**config.mk**
```make
export PLATFORM = sky130hd
export DESIGN_NAME = crc_stream_engine
export DESIGN_NICKNAME = d
export VERILOG_FILES = /design/src/rtl/crc_stream_engine_pkg.sv /design/src/rtl/crc32_byte_step.sv /design/src/rtl/crc_stream_engine.sv
export SDC_FILE = /design/constraint.sdc
export NUM_CORES = 1
export LEC_CHECK = 0
export BUFFER_PORTS_ARGS = -buffer_cell sky130_fd_sc_hd__buf_2
export CAP_MARGIN = 30
export CORE_AREA = 2 2 100 102
export CTS_BUF_LIST = sky130_fd_sc_hd__clkbuf_16
export CTS_CLUSTER_DIAMETER = 30
export DETAILED_ROUTE_END_ITERATION = 10
export DIE_AREA = 0 0 102 104
export PLACE_DENSITY = 0.78
export SETUP_SLACK_MARGIN = 0.05
export SYNTH_ARGS = -nofsm -noshare
export SYNTH_HDL_FRONTEND = slang
export SYNTH_SLANG_ARGS = --single-unit
export TNS_END_PERCENT = 10
```
**constraint.sdc**
```tcl
create_clock -name clk -period 2.4 [get_ports clk]
set_input_delay 0.12 -clock clk [delete_from_list [all_inputs] [get_ports clk]]
set_output_delay 0.12 -clock clk [all_outputs]
set_load 0.01 [all_outputs]
```
**src/rtl/crc_stream_engine_pkg.sv**
```systemverilog
// Package for the streaming CRC-32 engine.
// Holds the default CRC-32/IEEE constants (reflected form) and the
// encoding of the engine's two-state beat FSM.
package crc_stream_engine_pkg;

    // Reflected CRC-32/IEEE generator polynomial (0x04C11DB7 bit-reversed)
    localparam logic [31:0] CRC32_POLY_REFL = 32'hEDB88320;
    // Register preset at the start of every frame
    localparam logic [31:0] CRC32_INIT      = 32'hFFFFFFFF;
    // Final XOR applied when the CRC is published
    localparam logic [31:0] CRC32_XOROUT    = 32'hFFFFFFFF;

    // S_IN   : waiting for a beat, s_ready high
    // S_PROC : chewing through the latched beat, BPC bytes per cycle
    typedef enum logic {
        S_IN   = 1'b0,
        S_PROC = 1'b1
    } state_t;

endpackage

```
**src/rtl/crc32_byte_step.sv**
```systemverilog
// Combinational single-byte CRC-32 update (reflected, LSB-first).
// Ports:
//   i_crc  [31:0] CRC register value before the byte
//   i_byte [7:0]  data byte, bit 0 is shifted in first
//   o_crc  [31:0] CRC register value after all 8 bit steps
module crc32_byte_step
    import crc_stream_engine_pkg::*;
#(
    parameter logic [31:0] POLY = CRC32_POLY_REFL
) (
    input  logic [31:0] i_crc,
    input  logic [7:0]  i_byte,
    output logic [31:0] o_crc
);

    // Eight unrolled shift/feedback steps; feedback is the outgoing LSB
    // XORed with the incoming data bit.
    always_comb begin
        o_crc = i_crc;
        for (int b = 0; b < 8; b++) begin
            if (o_crc[0] ^ i_byte[b]) begin
                o_crc = (o_crc >> 1) ^ POLY;
            end else begin
                o_crc = o_crc >> 1;
            end
        end
    end

endmodule

```
**src/rtl/crc_stream_engine.sv**
```systemverilog
// Streaming CRC-32 engine.
// Accepts a frame as a sequence of DATA_W-bit beats (valid/ready, first/last
// framing, byte keep on the last beat) and processes BPC bytes per clock.
// Each accepted beat occupies the engine for exactly K = NB/BPC cycles, so the
// result latency does not depend on keep.
// Ports:
//   clk        clock, rising edge
//   rst_n      asynchronous active-low reset
//   s_data     input word, lane 0 = bits [7:0] is consumed first
//   s_keep     byte enables, only honoured on the last beat
//   s_first    beat starts a new frame
//   s_last     beat closes the frame
//   s_valid    beat valid
//   s_ready    engine accepts a beat (depends on state only)
//   abort      synchronous frame discard
//   crc_out    final CRC, held until the next crc_valid
//   crc_valid  one-cycle result pulse
//   busy       frame open or beat being processed
module crc_stream_engine
    import crc_stream_engine_pkg::*;
#(
    parameter int          DATA_W = 32,
    parameter int          BPC    = 1,
    parameter logic [31:0] POLY   = CRC32_POLY_REFL,
    parameter logic [31:0] INIT   = CRC32_INIT,
    parameter logic [31:0] XOROUT = CRC32_XOROUT
) (
    input  logic                clk,
    input  logic                rst_n,
    input  logic [DATA_W-1:0]   s_data,
    input  logic [DATA_W/8-1:0] s_keep,
    input  logic                s_first,
    input  logic                s_last,
    input  logic                s_valid,
    output logic                s_ready,
    input  logic                abort,
    output logic [31:0]         crc_out,
    output logic                crc_valid,
    output logic                busy
);

    localparam int NB  = DATA_W / 8;
    localparam int K   = NB / BPC;
    localparam int CW  = (K > 1) ? $clog2(K) : 1;
    localparam int SHW = BPC * 8;

    state_t             r_state;
    logic [DATA_W-1:0]  r_data;
    logic [NB-1:0]      r_keep;
    logic               r_last;
    logic               r_frame_open;
    logic [CW-1:0]      r_cyc_cnt;
    logic [31:0]        r_crc;
    logic [31:0]        r_crc_out;
    logic               r_crc_valid;

    logic [BPC:0][31:0]   w_chain;
    logic [BPC-1:0][31:0] w_step;
    logic [DATA_W-1:0]    w_data_nxt;
    logic [NB-1:0]        w_keep_nxt;
    logic                 w_last_cyc;
    logic [31:0]          w_next_crc;

    // The latched beat is shifted down by BPC lanes every cycle, so the
    // lanes being processed are always the lowest BPC lanes of r_data/r_keep.
    assign w_chain[0] = r_crc;

    generate
        for (genvar gi = 0; gi < BPC; gi++) begin : g_lane
            crc32_byte_step #(
                .POLY (POLY)
            ) u_step (
                .i_crc  (w_chain[gi]),
                .i_byte (r_data[gi*8 +: 8]),
                .o_crc  (w_step[gi])
            );
            // A lane with keep=0 passes the CRC through untouched
            assign w_chain[gi+1] = r_keep[gi] ? w_step[gi] : w_chain[gi];
        end

        if (K > 1) begin : g_shift
            assign w_data_nxt = {{SHW{1'b0}}, r_data[DATA_W-1:SHW]};
            assign w_keep_nxt = {{BPC{1'b0}}, r_keep[NB-1:BPC]};
        end else begin : g_noshift
            assign w_data_nxt = r_data;
            assign w_keep_nxt = r_keep;
        end
    endgenerate

    assign w_next_crc = w_chain[BPC];
    assign w_last_cyc = (r_cyc_cnt == CW'(K - 1));

    always_ff @(posedge clk or negedge rst_n) begin
        if (!rst_n) begin
            r_state      <= S_IN;
            r_data       <= '0;
            r_keep       <= '0;
            r_last       <= 1'b0;
            r_frame_open <= 1'b0;
            r_cyc_cnt    <= '0;
            r_crc        <= INIT;
            r_crc_out    <= 32'h0;
            r_crc_valid  <= 1'b0;
        end else begin
            r_crc_valid <= 1'b0;
            if (abort) begin
                // Discard everything in flight; crc_out keeps its last value
                r_state      <= S_IN;
                r_frame_open <= 1'b0;
                r_crc        <= INIT;
            end else begin
                case (r_state)
                    S_IN: begin
                        if (s_valid) begin
                            r_data    <= s_data;
                            r_keep    <= s_last ? s_keep : {NB{1'b1}};
                            r_last    <= s_last;
                            r_cyc_cnt <= '0;
                            // s_first mid-frame silently restarts the frame;
                            // a beat without an open frame also starts one
                            if (s_first || !r_frame_open) begin
                                r_crc <= INIT;
                            end
                            r_frame_open <= 1'b1;
                            r_state      <= S_PROC;
                        end
                    end
                    S_PROC: begin
                        r_crc     <= w_next_crc;
                        r_data    <= w_data_nxt;
                        r_keep    <= w_keep_nxt;
                        r_cyc_cnt <= r_cyc_cnt + CW'(1);
                        if (w_last_cyc) begin
                            r_state <= S_IN;
                            if (r_last) begin
                                r_crc_out    <= w_next_crc ^ XOROUT;
                                r_crc_valid  <= 1'b1;
                                r_frame_open <= 1'b0;
                            end
                        end
                    end
                    default: r_state <= S_IN;
                endcase
            end
        end
    end

    assign s_ready   = (r_state == S_IN);
    assign busy      = r_frame_open | (r_state == S_PROC);
    assign crc_out   = r_crc_out;
    assign crc_valid = r_crc_valid;

endmodule

```
==> results_dict.tcl, run 1 <==
set metrics [dict create \
    outcome "complete, no violations" \
    ys_seq_area_share_pct 51.12 \
    rsz0062_at_grt "no" \
    max_slew_margin_pct 49.75 \
    htree_levels 3 \
    drc 0 \
    ios 77 \
    skew_ns 0.01025 \
    irDropWorstVdd_v 0.0005070 \
    first_iter_violations 249 \
    n_antenna_cell 0 \
    slowest_stage "xnor2_1" \
    path_clk_slew_ns 0.07 \
    synthToLayoutAreaGrowth_pct 17.24 \
    p_leak_nw 2.752 \
    synth_top_area_share_pct 35.15 \
    clk_latency_ns 0.35 \
    fin_tns_setup_ns 0 \
    root_buffer "clkbuf_16" \
    synth_edf_count 0 \
    grt-ovfl-total 0 \
    grt_max_degree 56 \
    synth_commonest_cells "dfrtp_1 (74), nand2_1 (67), a21oi_1 (62), o21ai_0 (55), nor2_1 (46)" \
    cp-end-kind "register" \
    setup_viol_count_final 0 \
    wire_per_inst_um 16.17 \
    grt_antenna_before_repair 0 \
    io_buffer_count 76 \
    vias 3966 \
    path_class "reg2reg" \
    yosysUniqueCellTypes 38 \
    period_minus_slack_ns 2.189 \
    drive_above_1_share_pct 26.88 \
    numCtsBuffers 9 \
    num-nets-final 637 \
    grt_pass1_vias 3945 \
    yosys_warnings 0 \
    post-route-period-util_pct 91.20 \
    synth_area_sq_mm 0.005268 \
    synth_top_area_cell "dfrtp_1" \
    powerDensity_mw_per_mm2 1038 \
    power.total_mw 6.412 \
    cp_common_cell "xnor2_1" \
    cts_num_sinks 106 \
    syn-num-nets 564 \
    drtAntennaViolNets 0 \
    ys_seq_elements 106 \
    postSynthAreaPerCell_sq_um 10.11 \
    max_stage_delay_ns 0.51 \
    crit_arrival_ns 2.42 \
    min_path_type "in2reg" \
    path_max_fanout 4 \
    initial_core_util_pct 55.16 \
    track_usage_pct 23.57 \
    place.gp.congestion 0.8456 \
    final-max-slew-violation-count 0 \
    start_kind "register" \
    holdWs_ns 0.05957 \
    finalHoldViolations 0 \
    first_pass_iters 4 \
    cts_setup_buffers 0 \
    synthArstFlopShare_pct 100.0 \
    fmax_mhz 456.9 \
    worstMarginPinSlew_ns 0.7521 \
    ys.flop_type "dfrtp_1" \
    cts_tree "yes" \
    place_hpwl_um 8328 \
    synth_most_common_cell "dfrtp_1" \
    synthTopCellsByArea "dfrtp_1 (35%), dfstp_2 (16%), xnor2_1 (6.7%), a21oi_1 (5.9%), o21ai_0 (5.2%)" \
    critPathRequiredTime_ns 2.63 \
    crit_chain "xnor2_1, xnor3_2, xor2_2, xnor2_1, nand2_1, a22o_1" \
    maxCapViolCount 0 \
    synthCells 521 \
    totalWireLength_um 11840 \
    viasPerCell 5.418 \
    core_sq_mm 0.009549 \
    clock_path_buffers 2 \
    grt_pass1_wl_um 19710 \
    design.die.area_sq_mm 0.01061 \
    std_cell_rows 36 \
    die_h_um 104 \
    post-route-util_pct 64.68 \
    dieWidth_um 102 \
]
[layout by cell type (no fill, tap or decap), types with 18 or more instances in the layout]
cell type,n
a21oi_1,62
buf_2,75
dfrtp_1,73
dfstp_2,32
mux2i_1,24
nand2_1,67
nor2_1,46
o21ai_0,55
xnor2_1,40
xor2_1,18
[area by class of cell]
cell class              instances  area (sq um)
flip-flops and latches        106          2694
clock buffers                   9         225.2
fillers                       790          3373
well taps                     133         166.4
inverters                       6         26.28
repair buffers                 92         543.0
multi-input cells             379          2450
clock inverters                 7         71.32
[where the power goes]
group / switching (mW) / internal (mW)
combinational: 1.41 / 1.13
sequential: 0.252 / 2.14
clock: 0.664 / 0.810
[cell families (layout without fill, tap and decap cells)]
family                     count (synthesis)  count (layout)  synth area share, %
buffers and inverters                     36             114                2.589
DFF                                      106             106                51.12
muxes                                     31              31                6.057
xor gates and xnor gates                  70              70                14.13
adders and majority gates                  1               1               0.2375
and+or+nand+nor                          128             128                9.786
AOI/OAI and AO/OA                        149             149                16.08
[per-stage QoR]
step | instances | setup WS (ns) | cell area [sq um]
5_1_grt | 732 | 0.07816 | 6176
2_1_floorplan | 521 | 0.2956 | 5268
3_3_place_gp | 715 | 0.2746 | 5866
4_1_cts | 732 | 0.2270 | 6172
6_report | 732 | 0.2111 | 6176
3_5_place_dp | 715 | 0.2424 | 5866
[state kept, by name, summed over array words and instances (netlist names), 2 cells and up]
register	cells
crc_out	32
r_data	32
r_crc	32
r_cyc_cnt	2
r_keep	4
[per-layer routing]
metal | wire (um) | track usage [%] | vias to the layer above
li1 | - | - | 1906
met1 | 5257 | 33.50 | 1952
met2 | 5822 | 37.08 | 98
met3 | 619 | 5.108 | 10
met4 | 138 | 5.619 | 0
met5 | 0 | 0 | -
[worst max-delay path, delay by kind of cell, from the launching register on]
family,cells,cell delay [ns]
XOR/XNOR,4,1.41
AO/OA/AOI/OAI,1,0.20
flip-flops,1,0.39
AND/OR/NAND/NOR,1,0.08
[timing repair]
action / in CTS / in global routing
hold buffers: 1 / 0
endpoints found under the setup margin: 0 / 1
gates resized for setup: 0 / 1
endpoints found under the hold margin: 24 / 0
[final timing paths]
path                       slack [ns]           to   startpoint  depth (start not counted)
max                              0.21  crc_out[23]    r_data[4]                          6
min                              0.06   r_data[18]   s_data[18]                          3
max reg2reg                      0.21  crc_out[23]    r_data[4]                          6
min reg2reg                      0.47  crc_out[21]  crc_out[21]                          2
max in group asynchronous        1.40     r_crc[7]        rst_n                          3
min in group asynchronous        0.27  crc_out[12]        rst_n                          2
(Power assumes the default switching activity.)
==> run 2: changes to the inputs <==
--- a/config.mk
+++ b/config.mk
@@ -7,12 +7,12 @@
 export LEC_CHECK = 0
 export BUFFER_PORTS_ARGS = -buffer_cell sky130_fd_sc_hd__buf_2
 export CAP_MARGIN = 30
-export CORE_AREA = 2 2 100 102
+export CORE_AREA = 2 2 104 106
 export CTS_BUF_LIST = sky130_fd_sc_hd__clkbuf_16
 export CTS_CLUSTER_DIAMETER = 30
 export DETAILED_ROUTE_END_ITERATION = 10
-export DIE_AREA = 0 0 102 104
-export PLACE_DENSITY = 0.78
+export DIE_AREA = 0 0 106 108
+export PLACE_DENSITY = 0.75
 export SETUP_SLACK_MARGIN = 0.05
 export SYNTH_ARGS = -nofsm -noshare
 export SYNTH_HDL_FRONTEND = slang
==> constraint.sdc (replaced) <==
create_clock -name clk -period 1.93 [get_ports clk]
set_input_delay 0.0965 -clock clk [delete_from_list [all_inputs] [get_ports clk]]
set_output_delay 0.0965 -clock clk [all_outputs]
set_load 0.01 [all_outputs]
==> results_dict.tcl, run 2 (synthesis results as in run 1) <==
set metrics [dict create \
    outcome "complete, but fails checks" \
    failed_checks "setup timing" \
    max_slew_margin_pct 64.16 \
    core_sq_mm 0.01023 \
    io_buffer_count 76 \
    synthToLayoutAreaGrowth_pct 26.13 \
    seqPwrFrac_pct 33.6 \
    path_clk_slew_ns 0.07 \
    grt_antenna_before_repair 0 \
    crit_arrival_ns 2.28 \
    rsz0062_at_grt "yes" \
    viasPerCell 5.316 \
    numCtsBuffers 9 \
    cts_num_sinks 106 \
    std_cell_rows 37 \
    track_usage_pct 21.74 \
    wire_per_inst_um 16.08 \
    vias 4067 \
    switchingPower_mw 3.207 \
    path_class "reg2reg" \
    first_iter_violations 191 \
    p_leak_nw 2.970 \
    root_buffer "clkbuf_16" \
    p_int_mw 5.721 \
    dieWidth_um 106 \
    fmax_mhz 496.2 \
    comb_power_share_pct 46.4 \
    clock_path_buffers 2 \
    dp_slack_ns -0.07451 \
    num-fill-cells 793 \
    ios 77 \
    n_antenna_cell 0 \
    htree_levels 3 \
    die_h_um 108 \
    num-nets-final 667 \
    grt-ovfl-total 0 \
    skew_ns 0.008062 \
    layout_common_cells "buf_2 (75), dfrtp_1 (72), nand2_1 (67), a21oi_1 (62), o21ai_0 (54)" \
    totalWireLength_um 12300 \
    final_common_cell "buf_2" \
    powerDensity_mw_per_mm2 1344 \
    path_max_fanout 4 \
    pwr-share-clk_pct 20.1 \
    start_kind "register" \
    place_hpwl_um 8471 \
    post-route-period-util_pct 104.4 \
    fin_ws_ns -0.08523 \
    netSwitchingFraction_pct 35.92 \
    period_minus_slack_ns 2.015 \
    grt_max_degree 56 \
    grt_pass1_wl_um 19560 \
    final-max-slew-violation-count 0 \
    ff_latch_area_sq_mm 0.002695 \
    multi_input_area_sq_mm 0.002661 \
    place.gp.congestion 0.9450 \
    grt_pass1_vias 3969 \
    finalHoldViolations 0 \
    clk_latency_ns 0.35 \
    critPathRequiredTime_ns 2.20 \
    design.die.area_sq_mm 0.01145 \
    min_path_type "in2reg" \
    initial_core_util_pct 51.49 \
    cts_tree "yes" \
    drive_above_1_share_pct 31.96 \
    worstMarginPinSlew_ns 0.5377 \
    drc 0 \
    maxCapViolCount 0 \
    irDropWorstVdd_v 0.0006374 \
    first_pass_iters 4 \
    cp-end-kind "register" \
    drtAntennaViolNets 0 \
    holdWs_ns 0.02658 \
    setup_viol_count_final 9 \
    power.total_mw 8.928 \
]
[run 2: repair_timing]
action | 4_1_cts | 5_1_grt
resized for setup | 9 | 16
setup endpoints to repair | 17 | 32
setup buffers | 0 | 5
hold endpoints to repair | 22 | 0
gates cloned | 0 | 0
hold buffers | 1 | 0
pin swaps | 1 | 11
[run 2: power by group through the flow]
stage / Clock, mW / Combinational, mW / Sequential (mW)
3_3_place_gp: 0 / 3.47 / 2.99
2_1_floorplan: 0 / 2.36 / 2.99
6_report: 1.79 / 4.14 / 3.00
4_1_cts: 1.81 / 3.69 / 2.98
3_5_place_dp: 0 / 3.53 / 3.02
5_1_grt: 1.91 / 4.47 / 3.05
[run 2: final timing paths]
path                              from  cells after the start           to  slack, ns
max                           r_crc[4]                      6  crc_out[27]      -0.09
min                         s_data[26]                      3   r_data[26]       0.03
max reg2reg                   r_crc[4]                      6  crc_out[27]      -0.09
min reg2reg                crc_out[30]                      2  crc_out[30]       0.47
max in group asynchronous        rst_n                      3     r_crc[8]       0.95
min in group asynchronous        rst_n                      2   crc_out[5]       0.27
[run 2: cell type report]
cell class	instances	share of cell area, %
flip-flops and latches	106	40.56
clock buffers	9	3.390
multi-input cells	379	40.06
repair buffers	122	12.17
clock inverters	7	0.9228
inverters	6	0.3390
well taps	136	2.561
[run 2: layer usage]
| metal | part of all wire (%) | up-vias | GRT usage (%) |
|---|---|---|---|
| li1 | - | 1975 | - |
| met4 | 2.1 | 0 | 8.365 |
| met5 | 0 | - | 0 |
| met2 | 50 | 114 | 35.85 |
| met3 | 5.2 | 23 | 4.039 |
| met1 | 43 | 1955 | 28.84 |
[run 2: through the flow]
stage | util, % | TNS [ns] | std cells | area, sq um
global placement | 59.55 | -0.004257 | 743 | 6092
global route | 64.94 | -1.482 | 765 | 6644
finish | 64.94 | -0.4565 | 765 | 6644
CTS | 63.14 | -0.2913 | 760 | 6460
detailed placement | 59.55 | -0.3661 | 743 | 6092
floorplan | - | -0.05588 | 521 | 5298
[run 2: worst max-delay path: stages, from the launching register on]
cell	delay, ns
dfstp_2	0.58
xnor2_4	0.13
xnor3_2	0.49
xor2_4	0.26
xor2_1	0.21
a21oi_1	0.10
a21oi_1	0.16
==> run 3: changes to the inputs <==
--- a/config.mk
+++ b/config.mk
@@ -12,8 +12,8 @@
 export CTS_CLUSTER_DIAMETER = 30
 export DETAILED_ROUTE_END_ITERATION = 10
 export DIE_AREA = 0 0 106 108
+export GPL_TIMING_DRIVEN = 1
 export PLACE_DENSITY = 0.75
-export SETUP_SLACK_MARGIN = 0.05
 export SYNTH_ARGS = -nofsm -noshare
 export SYNTH_HDL_FRONTEND = slang
 export SYNTH_SLANG_ARGS = --single-unit
==> results_dict.tcl, run 3 (synthesis results as in run 1) <==
set metrics [dict create \
    grt_pass1_vias 3945 \
    skew_ns 0.008677 \
    reg2reg_slack_ns -0.07 \
    drtAntennaViolNets 0 \
    outcome "complete, but fails checks" \
    core_sq_mm 0.01023 \
    dp.cells 743 \
    p_leak_nw 2.910 \
    period_minus_slack_ns 2.004 \
    finalNonFillerCells 760 \
    fmax_mhz 499.0 \
    wire_per_inst_um 15.26 \
    num-fill-cells 822 \
    layout_common_cells "buf_2 (75), dfrtp_1 (73), nand2_1 (67), a21oi_1 (61), o21ai_0 (55)" \
    grt_pass1_wl_um 19410 \
    std_cell_rows 37 \
    n_antenna_cell 0 \
    grt_antenna_before_repair 0 \
    slowest_stage "dfstp_2" \
    worst_hold_path.endpoint "r_data[26]" \
    power.total_mw 8.498 \
    crit_arrival_ns 2.27 \
    crit_family "XOR/XNOR gates" \
    max_slew_margin_pct 64.00 \
    track_usage_pct 21.57 \
    critPathRequiredTime_ns 2.20 \
    setup_viol_count_final 6 \
    clk_latency_ns 0.35 \
    place.gp.congestion 0.9450 \
    path_max_fanout 4 \
    initial_core_util_pct 51.49 \
    path_clk_slew_ns 0.07 \
    cp_common_cell "a21oi_1" \
    worstMarginPinSlew_ns 0.5400 \
    path_class "reg2reg" \
    final_common_cell "buf_2" \
    place_hpwl_um 8471 \
    vias 3980 \
    irDropWorstVdd_v 0.0005579 \
    num-nets-final 662 \
    hold_start "s_data[26]" \
    htree_levels 3 \
    met3_length_um 583 \
    synthToLayoutAreaGrowth_pct 23.21 \
    powerDensity_mw_per_mm2 1309 \
    clock_path_buffers 2 \
    first_pass_iters 4 \
    path_buf_inv 0 \
    maxCapViolCount 0 \
    max_stage_delay_ns 0.58 \
    drc 0 \
    routed.top_layer "met4" \
    numCtsBuffers 9 \
    fin_tns_setup_ns -0.2707 \
    final-max-slew-violation-count 0 \
    cts_tree "yes" \
    io_buffer_count 76 \
    first_iter_violations 168 \
    cp-end-kind "register" \
    design.die.area_sq_mm 0.01145 \
    root_buffer "clkbuf_16" \
    rsz0062_at_grt "yes" \
    rr_endpoint "crc_out[27]" \
    finalHoldViolations 0 \
    cts_num_sinks 106 \
    grt-ovfl-total 0 \
    totalWireLength_um 11600 \
    min_path_type "in2reg" \
    die_h_um 108 \
    fin_ws_ns -0.07401 \
    wl_met1_um 5063 \
    hold_depth 3 \
    r2r-start "r_crc[4]" \
    drive_above_1_share_pct 30.61 \
    start_kind "register" \
    grt_max_degree 56 \
    post-route-period-util_pct 103.8 \
    viasPerCell 5.237 \
    failed_checks "setup timing" \
    cp.depth 6 \
    ios 77 \
    dieWidth_um 106 \
    reg2reg_depth 6 \
    met2_length_um 5760 \
    crit_chain "xnor2_4, xnor3_2, xor2_4, xor2_1, a21oi_1, a21oi_1" \
]
## run 3: cell types whose count changed in the layout (fill, tap and decap cells not counted), sizes merged
cell  previous run  this run
buf            121       116
## run 3: area by class of cell
class	instances	area, sq um	area share, %
sequential	106	2694	41.51
multi-input combinational	379	2582	39.79
inverter	6	22.52	0.3470
clock inverter	7	61.31	0.9447
tap	136	170.2	2.622
timing repair buffer	117	734.5	11.32
clock buffer	9	225.2	3.470
## run 3: how the worst max path moves through the flow
stage	start	end	slack (ns)
finish	r_crc[4]	crc_out[27]	-0.07
global route	r_crc[4]	crc_out[27]	-0.18
CTS	r_crc[4]	crc_out[27]	-0.09
detailed placement	r_crc[4]	crc_out[27]	-0.07
global placement	r_crc[4]	crc_out[5]	-0.004
floorplan	r_crc[4]	crc_out[20]	-0.02
## run 3: routing by layer
layer / vias up / GRT usage, %
met4: 0 / 8.553
met1: 1888 / 28.51
met5: - / 0
met2: 99 / 35.39
li1: 1976 / -
met3: 17 / 4.219
## run 3: what timing repair did
| item | CTS | global route |
|---|---|---|
| hold buffers | 1 | 0 |
| cloned | 0 | 0 |
| resized for setup | 3 | 9 |
| buffers inserted | 0 | 0 |
| endpoints found under the setup margin | 10 | 23 |
| endpoints found under the hold margin | 22 | 0 |
| pin swaps | 1 | 2 |
## run 3: worst register-to-register path, cell delays in order, from the launching register on
cell and delay (ns):
dfstp_2 0.58, xnor2_4 0.12, xnor3_2 0.49, xor2_4 0.26, xor2_1 0.21, a21oi_1 0.10, a21oi_1 0.16
## run 3: stage by stage
step / util [%] / hold slack (ns) / worst slack [ns] / area, sq um
6_report: 63.43 / 0.03115 / -0.07401 / 6490
5_1_grt: 63.43 / 0.04966 / -0.1809 / 6490
4_1_cts: 62.63 / 0.02634 / -0.08896 / 6407
3_5_place_dp: 59.55 / 0.1154 / -0.07451 / 6092
3_3_place_gp: 59.55 / 0.1107 / -0.004257 / 6092
2_1_floorplan: - / -0.1991 / -0.02180 / 5298
## run 3: power breakdown
part / internal (mW) / switching [mW] / leakage [nW]
registers: 2.67 / 0.323 / 1.30
clock network: 0.990 / 0.792 / 0.139
logic: 1.85 / 1.88 / 1.47
